`src/rtl/apb_pkg.sv`:
```
// Shared types for the APB requester: FSM state encoding and the buffered request record.
package apb_pkg;

  // Request fields are sized for the widest supported bus; narrower instances zero-extend.
  localparam int unsigned APB_ADDR_MAX = 64;
  localparam int unsigned APB_DATA_MAX = 64;

  typedef enum logic [1:0] {
    ST_IDLE   = 2'd0,
    ST_SETUP  = 2'd1,
    ST_ACCESS = 2'd2
  } apb_state_e;

  typedef struct packed {
    logic [APB_ADDR_MAX-1:0] addr;
    logic                    write;
    logic [APB_DATA_MAX-1:0] wdata;
  } apb_req_t;

endpackage

```
`src/rtl/apb_if.sv`:
```
// APB bus bundle; apb_m is the requester side, apb_s the completer side.
interface apb_if #(
  parameter int unsigned ADDR_W = 32,
  parameter int unsigned DATA_W = 32
);
  logic              PSEL;
  logic              PENABLE;
  logic              PWRITE;
  logic [ADDR_W-1:0] PADDR;
  logic [DATA_W-1:0] PWDATA;
  logic [DATA_W-1:0] PRDATA;
  logic              PREADY;
  logic              PSLVERR;

  modport apb_m (
    output PSEL, PENABLE, PWRITE, PADDR, PWDATA,
    input  PRDATA, PREADY, PSLVERR
  );

  modport apb_s (
    input  PSEL, PENABLE, PWRITE, PADDR, PWDATA,
    output PRDATA, PREADY, PSLVERR
  );
endinterface

```
`src/rtl/apb_req_fifo.sv`:
```
// Two-entry request FIFO; a push and a pop may land in the same cycle.
module apb_req_fifo
  import apb_pkg::*;
(
  input  logic     clk_i,
  input  logic     rst_ni,
  input  logic     push_i,
  input  apb_req_t data_i,
  input  logic     pop_i,
  output apb_req_t head_o,
  output logic     full_o,
  output logic     empty_o
);

  apb_req_t   mem_q [2];
  logic       wr_ptr_q;
  logic       rd_ptr_q;
  logic [1:0] count_q;
  logic       push_en;
  logic       pop_en;

  assign full_o  = (count_q == 2'd2);
  assign empty_o = (count_q == 2'd0);
  assign push_en = push_i && !full_o;
  assign pop_en  = pop_i && !empty_o;
  assign head_o  = mem_q[rd_ptr_q];

  always_ff @(posedge clk_i) begin
    if (!rst_ni) begin
      wr_ptr_q <= 1'b0;
      rd_ptr_q <= 1'b0;
      count_q  <= 2'd0;
    end else begin
      if (push_en) begin
        mem_q[wr_ptr_q] <= data_i;
        wr_ptr_q        <= !wr_ptr_q;
      end
      if (pop_en) begin
        rd_ptr_q <= !rd_ptr_q;
      end
      case ({push_en, pop_en})
        2'b10:   count_q <= count_q + 2'd1;
        2'b01:   count_q <= count_q - 2'd1;
        default: count_q <= count_q;
      endcase
    end
  end

endmodule

```
`src/rtl/apb_requester.sv`:
```
// APB master that turns a valid/ready request stream into APB transfers with a
// single-entry response register and an optional PREADY timeout.
//   state     | meaning
//   ST_IDLE   | no transfer; start one when a request is queued and the response slot is free
//   ST_SETUP  | PSEL=1, PENABLE=0 for one cycle
//   ST_ACCESS | PSEL=1, PENABLE=1 until PREADY or timeout
module apb_requester
  import apb_pkg::*;
#(
  parameter int unsigned ADDR_W         = 32,
  parameter int unsigned DATA_W         = 32,
  parameter int unsigned TIMEOUT_CYCLES = 256
) (
  input  logic              HCLK,
  input  logic              n_RST,
  input  logic              req_valid,
  output logic              req_ready,
  input  logic [ADDR_W-1:0] req_addr,
  input  logic              req_write,
  input  logic [DATA_W-1:0] req_wdata,
  output logic              rsp_valid,
  input  logic              rsp_ready,
  output logic [DATA_W-1:0] rsp_rdata,
  output logic              rsp_err,
  output logic              rsp_timeout,
  apb_if.apb_m              apb
);

  localparam int unsigned CNT_W = $clog2(TIMEOUT_CYCLES + 2);
  localparam logic [CNT_W-1:0] TO_LAST =
    (TIMEOUT_CYCLES > 0) ? CNT_W'(TIMEOUT_CYCLES - 1) : '0;

  apb_state_e        state_q, state_d;
  logic [CNT_W-1:0]  cnt_q, cnt_d;
  logic [ADDR_W-1:0] paddr_q, paddr_d;
  logic              pwrite_q, pwrite_d;
  logic [DATA_W-1:0] pwdata_q, pwdata_d;
  logic              rsp_valid_q, rsp_valid_d;
  logic [DATA_W-1:0] rsp_rdata_q, rsp_rdata_d;
  logic              rsp_err_q, rsp_err_d;
  logic              rsp_timeout_q, rsp_timeout_d;

  apb_req_t push_req;
  apb_req_t head_req;
  logic     fifo_full;
  logic     fifo_empty;
  logic     fifo_pop;
  logic     rsp_free;
  logic     timeout_hit;
  logic     unused_head_hi;

  assign push_req = '{addr:  APB_ADDR_MAX'(req_addr),
                      write: req_write,
                      wdata: APB_DATA_MAX'(req_wdata)};
  // Bits above the configured bus widths are always zero.
  assign unused_head_hi = ^(head_req.addr >> ADDR_W) ^ ^(head_req.wdata >> DATA_W);

  apb_req_fifo u_fifo (
    .clk_i   (HCLK),
    .rst_ni  (n_RST),
    .push_i  (req_valid),
    .data_i  (push_req),
    .pop_i   (fifo_pop),
    .head_o  (head_req),
    .full_o  (fifo_full),
    .empty_o (fifo_empty)
  );

  assign req_ready   = !fifo_full;
  assign rsp_free    = !rsp_valid_q || rsp_ready;
  assign timeout_hit = (TIMEOUT_CYCLES != 0) && (cnt_q == TO_LAST);

  always_comb begin
    state_d       = state_q;
    cnt_d         = cnt_q;
    paddr_d       = paddr_q;
    pwrite_d      = pwrite_q;
    pwdata_d      = pwdata_q;
    rsp_valid_d   = rsp_valid_q && !rsp_ready;
    rsp_rdata_d   = rsp_rdata_q;
    rsp_err_d     = rsp_err_q;
    rsp_timeout_d = rsp_timeout_q;
    fifo_pop      = 1'b0;
    case (state_q)
      ST_IDLE: begin
        if (!fifo_empty && rsp_free) begin
          state_d  = ST_SETUP;
          cnt_d    = '0;
          paddr_d  = head_req.addr[ADDR_W-1:0];
          pwrite_d = head_req.write;
          pwdata_d = head_req.wdata[DATA_W-1:0];
        end
      end
      ST_SETUP: state_d = ST_ACCESS;
      ST_ACCESS: begin
        // A PREADY arriving on the limit cycle still completes normally.
        if (apb.PREADY) begin
          state_d       = ST_IDLE;
          fifo_pop      = 1'b1;
          rsp_valid_d   = 1'b1;
          rsp_rdata_d   = pwrite_q ? '0 : apb.PRDATA;
          rsp_err_d     = apb.PSLVERR;
          rsp_timeout_d = 1'b0;
        end else if (timeout_hit) begin
          state_d       = ST_IDLE;
          fifo_pop      = 1'b1;
          cnt_d         = cnt_q + CNT_W'(1);
          rsp_valid_d   = 1'b1;
          rsp_rdata_d   = '0;
          rsp_err_d     = 1'b1;
          rsp_timeout_d = 1'b1;
        end else begin
          cnt_d = cnt_q + CNT_W'(1);
        end
      end
      default: state_d = ST_IDLE;
    endcase
  end

  always_ff @(posedge HCLK) begin
    if (!n_RST) begin
      state_q       <= ST_IDLE;
      cnt_q         <= '0;
      paddr_q       <= '0;
      pwrite_q      <= 1'b0;
      pwdata_q      <= '0;
      rsp_valid_q   <= 1'b0;
      rsp_rdata_q   <= '0;
      rsp_err_q     <= 1'b0;
      rsp_timeout_q <= 1'b0;
    end else begin
      state_q       <= state_d;
      cnt_q         <= cnt_d;
      paddr_q       <= paddr_d;
      pwrite_q      <= pwrite_d;
      pwdata_q      <= pwdata_d;
      rsp_valid_q   <= rsp_valid_d;
      rsp_rdata_q   <= rsp_rdata_d;
      rsp_err_q     <= rsp_err_d;
      rsp_timeout_q <= rsp_timeout_d;
    end
  end

  assign apb.PSEL     = (state_q == ST_SETUP) || (state_q == ST_ACCESS);
  assign apb.PENABLE  = (state_q == ST_ACCESS);
  assign apb.PADDR    = paddr_q;
  assign apb.PWRITE   = pwrite_q;
  assign apb.PWDATA   = pwdata_q;
  assign rsp_valid    = rsp_valid_q;
  assign rsp_rdata    = rsp_rdata_q;
  assign rsp_err      = rsp_err_q;
  assign rsp_timeout  = rsp_timeout_q;

endmodule

```
`src/flat_wrapper.sv`:
```
// flat-port wrapper written by rule: the top's interface ports become plain ports
module apb_requester_flat import apb_pkg::*;
#(
  parameter int unsigned ADDR_W         = 32,
  parameter int unsigned DATA_W         = 32,
  parameter int unsigned TIMEOUT_CYCLES = 256
)
  (HCLK, n_RST, req_valid, req_ready, req_addr, req_write, req_wdata, rsp_valid, rsp_ready, rsp_rdata, rsp_err, rsp_timeout, apb_PSEL, apb_PENABLE, apb_PWRITE, apb_PADDR, apb_PWDATA, apb_PRDATA, apb_PREADY, apb_PSLVERR);
  apb_if #(.ADDR_W(ADDR_W), .DATA_W(DATA_W)) apb_i ();
  input  logic HCLK;
  input  logic n_RST;
  input  logic req_valid;
  output logic req_ready;
  input  logic [ADDR_W-1:0] req_addr;
  input  logic req_write;
  input  logic [DATA_W-1:0] req_wdata;
  output logic rsp_valid;
  input  logic rsp_ready;
  output logic [DATA_W-1:0] rsp_rdata;
  output logic rsp_err;
  output logic rsp_timeout;
  output wire logic [$bits(apb_i.PSEL)-1:0] apb_PSEL;
  output wire logic [$bits(apb_i.PENABLE)-1:0] apb_PENABLE;
  output wire logic [$bits(apb_i.PWRITE)-1:0] apb_PWRITE;
  output wire logic [$bits(apb_i.PADDR)-1:0] apb_PADDR;
  output wire logic [$bits(apb_i.PWDATA)-1:0] apb_PWDATA;
  input wire logic [$bits(apb_i.PRDATA)-1:0] apb_PRDATA;
  input wire logic [$bits(apb_i.PREADY)-1:0] apb_PREADY;
  input wire logic [$bits(apb_i.PSLVERR)-1:0] apb_PSLVERR;
  assign apb_PSEL = apb_i.PSEL;
  assign apb_PENABLE = apb_i.PENABLE;
  assign apb_PWRITE = apb_i.PWRITE;
  assign apb_PADDR = apb_i.PADDR;
  assign apb_PWDATA = apb_i.PWDATA;
  assign apb_i.PRDATA = apb_PRDATA;
  assign apb_i.PREADY = apb_PREADY;
  assign apb_i.PSLVERR = apb_PSLVERR;
  apb_requester #(.ADDR_W(ADDR_W), .DATA_W(DATA_W), .TIMEOUT_CYCLES(TIMEOUT_CYCLES)) u_core (.HCLK(HCLK), .n_RST(n_RST), .req_valid(req_valid), .req_ready(req_ready), .req_addr(req_addr), .req_write(req_write), .req_wdata(req_wdata), .rsp_valid(rsp_valid), .rsp_ready(rsp_ready), .rsp_rdata(rsp_rdata), .rsp_err(rsp_err), .rsp_timeout(rsp_timeout), .apb(apb_i));
endmodule
```
`config.mk`:
```
export PLATFORM = sky130hd
export DESIGN_NAME = apb_requester_flat
export DESIGN_NICKNAME = d
export VERILOG_FILES = /design/src/rtl/apb_pkg.sv /design/src/rtl/apb_if.sv /design/src/rtl/apb_req_fifo.sv /design/src/rtl/apb_requester.sv /design/src/flat_wrapper.sv
export SDC_FILE = /design/constraint.sdc
export NUM_CORES = 1
export LEC_CHECK = 0
export ABC_AREA = 1
export CAP_MARGIN = 20
export CELL_PAD_IN_SITES_DETAIL_PLACEMENT = 0
export CELL_PAD_IN_SITES_GLOBAL_PLACEMENT = 2
export CORE_UTILIZATION = 28
export DETAILED_ROUTE_END_ITERATION = 16
export GPL_TIMING_DRIVEN = 0
export HOLD_SLACK_MARGIN = 0.12
export PLACE_DENSITY = 0.74
export SYNTH_ARGS = -nofsm -noshare
export SYNTH_HDL_FRONTEND = slang
export SYNTH_SLANG_ARGS = --single-unit
```
`constraint.sdc`:
```
create_clock -name HCLK -period 5.9 [get_ports HCLK]
set_input_delay 1.18 -clock HCLK [delete_from_list [all_inputs] [get_ports HCLK]]
set_output_delay 1.18 -clock HCLK [all_outputs]
set_load 0.01 [all_outputs]
```
### Word level (Yosys, flattened, before mapping)

Memory sizes are Yosys's and may differ from the RTL's. A register that Yosys moved wholly into a read port is not among the register bits.
Index checks and enable logic that the tools add are counted.

* flip-flop bits (word level): 50
* latch bits: 0
* memory bits (writable): 130
* memory bits (read-only): 0
* input port bits: 103
* output and inout port bits: 103
* memories kept: 1

* $add $sub $neg: 3
* multiply operators: 0
* div/mod/pow operators: 0
* order comparisons: 0
* eq/ne operators: 9
* shifts and indexed selects: 0
* multiplexer cells: 23
* bitwise logic cells: 0
* reduce and logical (&&, ||, !) cells: 22

Memories
* u_core.u_fifo.mem_q: words 2, bits a word 65, read ports 1, clocked after memory_dff 1, write ports 1, RTL line apb_req_fifo.sv:15 `apb_req_t mem_q [2];`

Operators by type and width (count)
* $mux 32: 3
* $mux 9: 2
* $pmux 9 s2: 1
* $mux 1: 12
* $add 9x1->9 const B: 1
* $eq 9x8->1 const B: 1
* $logic_not 1->1: 7
* $eq 2x2->1 const B: 3
* $mux 2: 3
* $pmux 2 s3: 1
* $reduce_and 2->1: 3
* $reduce_bool 2->1: 3
* $eq 2x1->1 const B: 2
* $logic_and 1x1->1: 4
* $logic_not 2->1: 2
* $pmux 2 s2: 1
* $ne 3x1->1 const B: 1
* $reduce_and 3->1: 1
* $add 2x1->2 const B: 1
* $logic_or 1x1->1: 2
* $ne 2x1->1 const B: 1
* $ne 2x2->1 const B: 1
* $sub 2x1->2 const B: 1

### Longest topological paths before layout

* word-level depth: 7
* depth in mapped cells: 14
* gate-level depth less buffers: 14

### Hierarchy

Synthesis repeated with hierarchy kept, for this count alone.

* cells, all modules: 987
* area, all modules: 13885.8 µm²

By module, submodules not included
* apb_req_fifo: instances 1, cells an instance 440, area an instance 9605.5 µm², seq. area each 7847.5 µm²
* apb_requester: instances 1, cells an instance 547, area an instance 4280.4 µm², seq. area each 2222.1 µm²

### Least setup slack after synthesis

Ideal clock, no wire load.

* kind: input port to flip-flop
* from: in n_RST
* to: mem u_core.u_fifo.mem_q[1][0] (netlist bit) (enable)
* setup time: 0.568 ns
* arrival time: 5.836 ns
* required time: 5.332 ns
* path slack: -0.504 ns
* stages: 3
* cell sequence: inv_2 buf_2 nor3_1

* word-level cells in the longest chain between the ends: 2

Ends and longest elaborated chain
* from (decl): RTL line flat_wrapper.sv:11 `input logic n_RST;`
* $mux 1: RTL line apb_req_fifo.sv:29 `if (!rst_ni) begin`
* $mux 1 (implied by the code): RTL line apb_req_fifo.sv:35 `mem_q[wr_ptr_q] <= data_i;`
* to (decl): RTL line apb_req_fifo.sv:15

No other way between the ends.

### Worst setup path after layout

* from: in n_RST
* to: mem u_core.u_fifo.mem_q[0][21] (netlist bit) (enable)

Same word-level chain as after synthesis.

==> qor.json <==
{
  "final_period_minus_worst_setup_slack_ns": 3.29,
  "synth.avg_cell_area_um2": 10.3,
  "arrival_ns": 3.53,
  "drt-total-wl_um": 24700,
  "tightest_slew_ns": 0.879,
  "clkSlewWorstSetupHoldPaths_ns": 0.06,
  "timing.setup.critical_path_class": "primary input to register",
  "route.detailed.drc": 0,
  "cts_setup_buffers": 0,
  "start_util": 0.286,
  "setup_tns_ns": 0,
  "first_global_vias": 6549,
  "initial_drc_count": 169,
  "commonest_non_fill_non_tap_cells_in_the_layout": "349 x sky130_fd_sc_hd__nand2_1, 205 x sky130_fd_sc_hd__clkdlybuf4s50_1, 130 x sky130_fd_sc_hd__edfxtp_1",
  "mostFrequentLayoutCell": "sky130_fd_sc_hd__nand2_1",
  "io_pins": 206,
  "synth_compound_area_frac": 0.0772,
  "antennaDiodeCount": 0,
  "setup.reg_to_reg.worst_slack_ns": 3.58,
  "groute.usage.overall": 0.144,
  "cp-startpoint": "n_RST",
  "setup.worst_path.end_class": "register",
  "clock_sink_count": 245,
  "yosys_register_bits": 245,
  "syn_nets": 1014,
  "hold_buffers": 0,
  "maxClockFrequency_mhz": 304,
  "floorplan_die_area_um2": 34100,
  "router_iterations_before_antenna_repair": 4,
  "postCtsResizedCells": 0,
  "synth_largest_area_cell": "sky130_fd_sc_hd__edfxtp_1",
  "muxShareOfSynthArea": 0,
  "synth.distinct_cells": 28,
  "min_from": "u_core.rsp_rdata[11]",
  "synthesis.area_um2": 9350,
  "setup_repair_after_global_routing_missed_its_margin": "false",
  "powerDensity_nw_per_um2": 329,
  "holdCritPathClass": "register to register",
  "routing_layer_with_the_top_usage_in_global_route": "met2",
  "outcome": "completed",
  "synth_area_in_adders": 0.00803,
  "num_vias": 6724,
  "synthXorXnorAreaFrac": 0.000937,
  "critPathLaunchType": "primary input",
  "detailed_place_hpwl_um": 16800,
  "holdPathEnd": "u_core.rsp_rdata[11]",
  "antenna_violating_nets_post_route": 0,
  "detail_route.vias_per_cell": 4.18,
  "cts_tree": "yes",
  "floorplan.die.width_um": 185,
  "vdd_drop_max_mv": 0.184,
  "die_h_um": 185,
  "timing.final.max_slew_violations": 0,
  "worst_r2r_endpoint": "u_core.u_fifo.count_q[1]",
  "htree_levels": 1,
  "r2r.worst_path.cells": 14,
  "cts.path.max_buffers": 3,
  "grt_use_met2": 0.244,
  "grt_util_met3": 0.0447,
  "layout.nets": 1255,
  "synth.yosys.seq_area_share": 0.664,
  "core_box_area_um2": 32700,
  "timing.rr.start": "u_core.cnt_q[0]",
  "placement.cell_area_um2": 12100,
  "finish.instance_area_um2": 13000,
  "dominant_combinational_cell_family_by_area_after_synthesis": "simple AND/OR/NAND/NOR gates",
  "synth_simple_gate_area_share": 0.210,
  "synth_cells": 905,
  "post_drt_wl_per_cell_um": 15.3,
  "root_driver": "sky130_fd_sc_hd__clkbuf_16",
  "crit_required_ns": 6.13,
  "timing.final.crit_share": 0.558,
  "max_cap_violations": 0,
  "ys_top_cells_by_area": "sky130_fd_sc_hd__edfxtp_1 42%, sky130_fd_sc_hd__dfxtp_1 25%, sky130_fd_sc_hd__nand2_1 14%",
  "port-buffer-count": 205,
  "flow.area_growth_from_synthesis_pct": 39.5,
  "clk_latency_ns": 0.54,
  "report.final.hold_viol_count": 0,
  "setup_viol": 0,
  "max-slew-margin-rel": 0.414,
  "timing.hold.ws_ns": 0.460,
  "placement_rows": 66,
  "gr-usage-met1": 0.180,
  "power.leakage_nw": 4.74,
  "grt_overflow": 0,
  "yosysWarningCount": 0,
  "drive_above_1_share": 0.147,
  "p_total_mw": 4.29,
  "grt_pass1_wl_um": 37500,
  "synth_top_area_frac": 0.417,
  "place.gp.congestion": 0.731,
  "critPathMaxFanout": 25,
  "grt_antenna_before_repair": 2,
  "cts-buffers-inserted": 28,
  "hold_path_depth": 2,
  "grt_max_degree": 26,
  "fin_skew_ns": 0.0154
}
[logic make-up after synthesis]
logic type      Yosys count
compound gates          113
buf+inv                  73
simple gates            467
flops                   245
fa+ha+maj                 6
xor+xnor                  1
[Yosys cell counts]
cell / instances
sky130_fd_sc_hd__a21oi_1: 67
sky130_fd_sc_hd__a21oi_2: 40
sky130_fd_sc_hd__and3_1: 1
sky130_fd_sc_hd__buf_1: 1
sky130_fd_sc_hd__buf_2: 25
sky130_fd_sc_hd__buf_4: 1
sky130_fd_sc_hd__buf_6: 3
sky130_fd_sc_hd__buf_8: 4
sky130_fd_sc_hd__clkbuf_1: 15
sky130_fd_sc_hd__dfxtp_1: 115
sky130_fd_sc_hd__edfxtp_1: 130
sky130_fd_sc_hd__ha_1: 6
sky130_fd_sc_hd__inv_1: 20
sky130_fd_sc_hd__inv_2: 4
sky130_fd_sc_hd__nand2_1: 349
sky130_fd_sc_hd__nand2_2: 42
sky130_fd_sc_hd__nand2_4: 2
sky130_fd_sc_hd__nand3_1: 38
sky130_fd_sc_hd__nand3_4: 1
sky130_fd_sc_hd__nand3b_1: 1
sky130_fd_sc_hd__nand4_1: 3
sky130_fd_sc_hd__nor2_1: 25
sky130_fd_sc_hd__nor2_4: 1
sky130_fd_sc_hd__nor3_1: 3
sky130_fd_sc_hd__nor3b_1: 1
sky130_fd_sc_hd__o21ai_0: 5
sky130_fd_sc_hd__o221a_2: 1
sky130_fd_sc_hd__xor2_1: 1
[through the flow]
step | cells | util | setup slack (ns)
floorplan | 905 | - | 1.26
global placement | 1552 | 0.366 | -1.69
detailed placement | 1558 | 0.371 | 1.99
CTS | 1610 | 0.399 | 2.56
global route | 1610 | 0.399 | 2.45
finish | 1610 | 0.399 | 2.61
[where the power goes]
group	switching, mW	total, mW	leakage [nW]	internal, mW
logic	0.348	0.634	2.17	0.286
registers	0.0447	1.95	2.13	1.90
clock network	0.674	1.71	0.445	1.04
total	1.07	4.29	4.74	3.22
[critical path, stage by stage]
cell and delay [ns]:
sky130_fd_sc_hd__clkdlybuf4s50_1 0.67, sky130_fd_sc_hd__inv_2 0.11, sky130_fd_sc_hd__clkbuf_1 0.30, sky130_fd_sc_hd__nor2_4 0.76
sky130_fd_sc_hd__buf_16 0.25, sky130_fd_sc_hd__buf_12 0.21
[metal layers]
layer,vias up,share of wire
li1,3480,-
met3,32,0.080
met5,-,0.0012
met1,3029,0.45
met2,179,0.46
met4,4,0.015
[how the worst max path moves through the flow]
stage,end,depth (start not counted),slack [ns]
after floorplan,u_core.u_fifo.mem_q[0][0],3,1.26
after global placement,u_core.u_fifo.mem_q[0][25],4,-1.69
after detailed placement,u_core.u_fifo.mem_q[0][19],6,1.99
after CTS,u_core.u_fifo.mem_q[0][21],6,2.56
after global routing,u_core.u_fifo.mem_q[0][19],6,2.45
final,u_core.u_fifo.mem_q[0][21],6,2.61
[sequential cells by signal, summed over array words and instances (netlist names)]
signal	cells
u_core.u_fifo.mem_q	130
u_core.u_fifo.rd_ptr_q	1
u_core.rsp_timeout	1
u_core.u_fifo.wr_ptr_q	1
u_core.cnt_q	9
u_core.u_fifo.count_q	2
u_core.rsp_rdata	32
u_core.rsp_err	1
u_core.apb.PWDATA	32
u_core.apb.PWRITE	1
u_core.apb.PADDR	32
u_core.state_q	2
u_core.rsp_valid	1
[layout make-up]
| cell class | count | area, um^2 |
|---|---|---|
| flip-flops and latches | 245 | 6210 |
| clock inverters | 8 | 91.3 |
| well taps | 442 | 553 |
| fillers | 3246 | 19700 |
| repair buffers | 211 | 2210 |
| plain buffers | 49 | 287 |
| inverters | 24 | 90.1 |
| clock buffers | 44 | 822 |
| multi-input cells | 587 | 2790 |
Note: power is estimated with default switching activity, not from simulation.
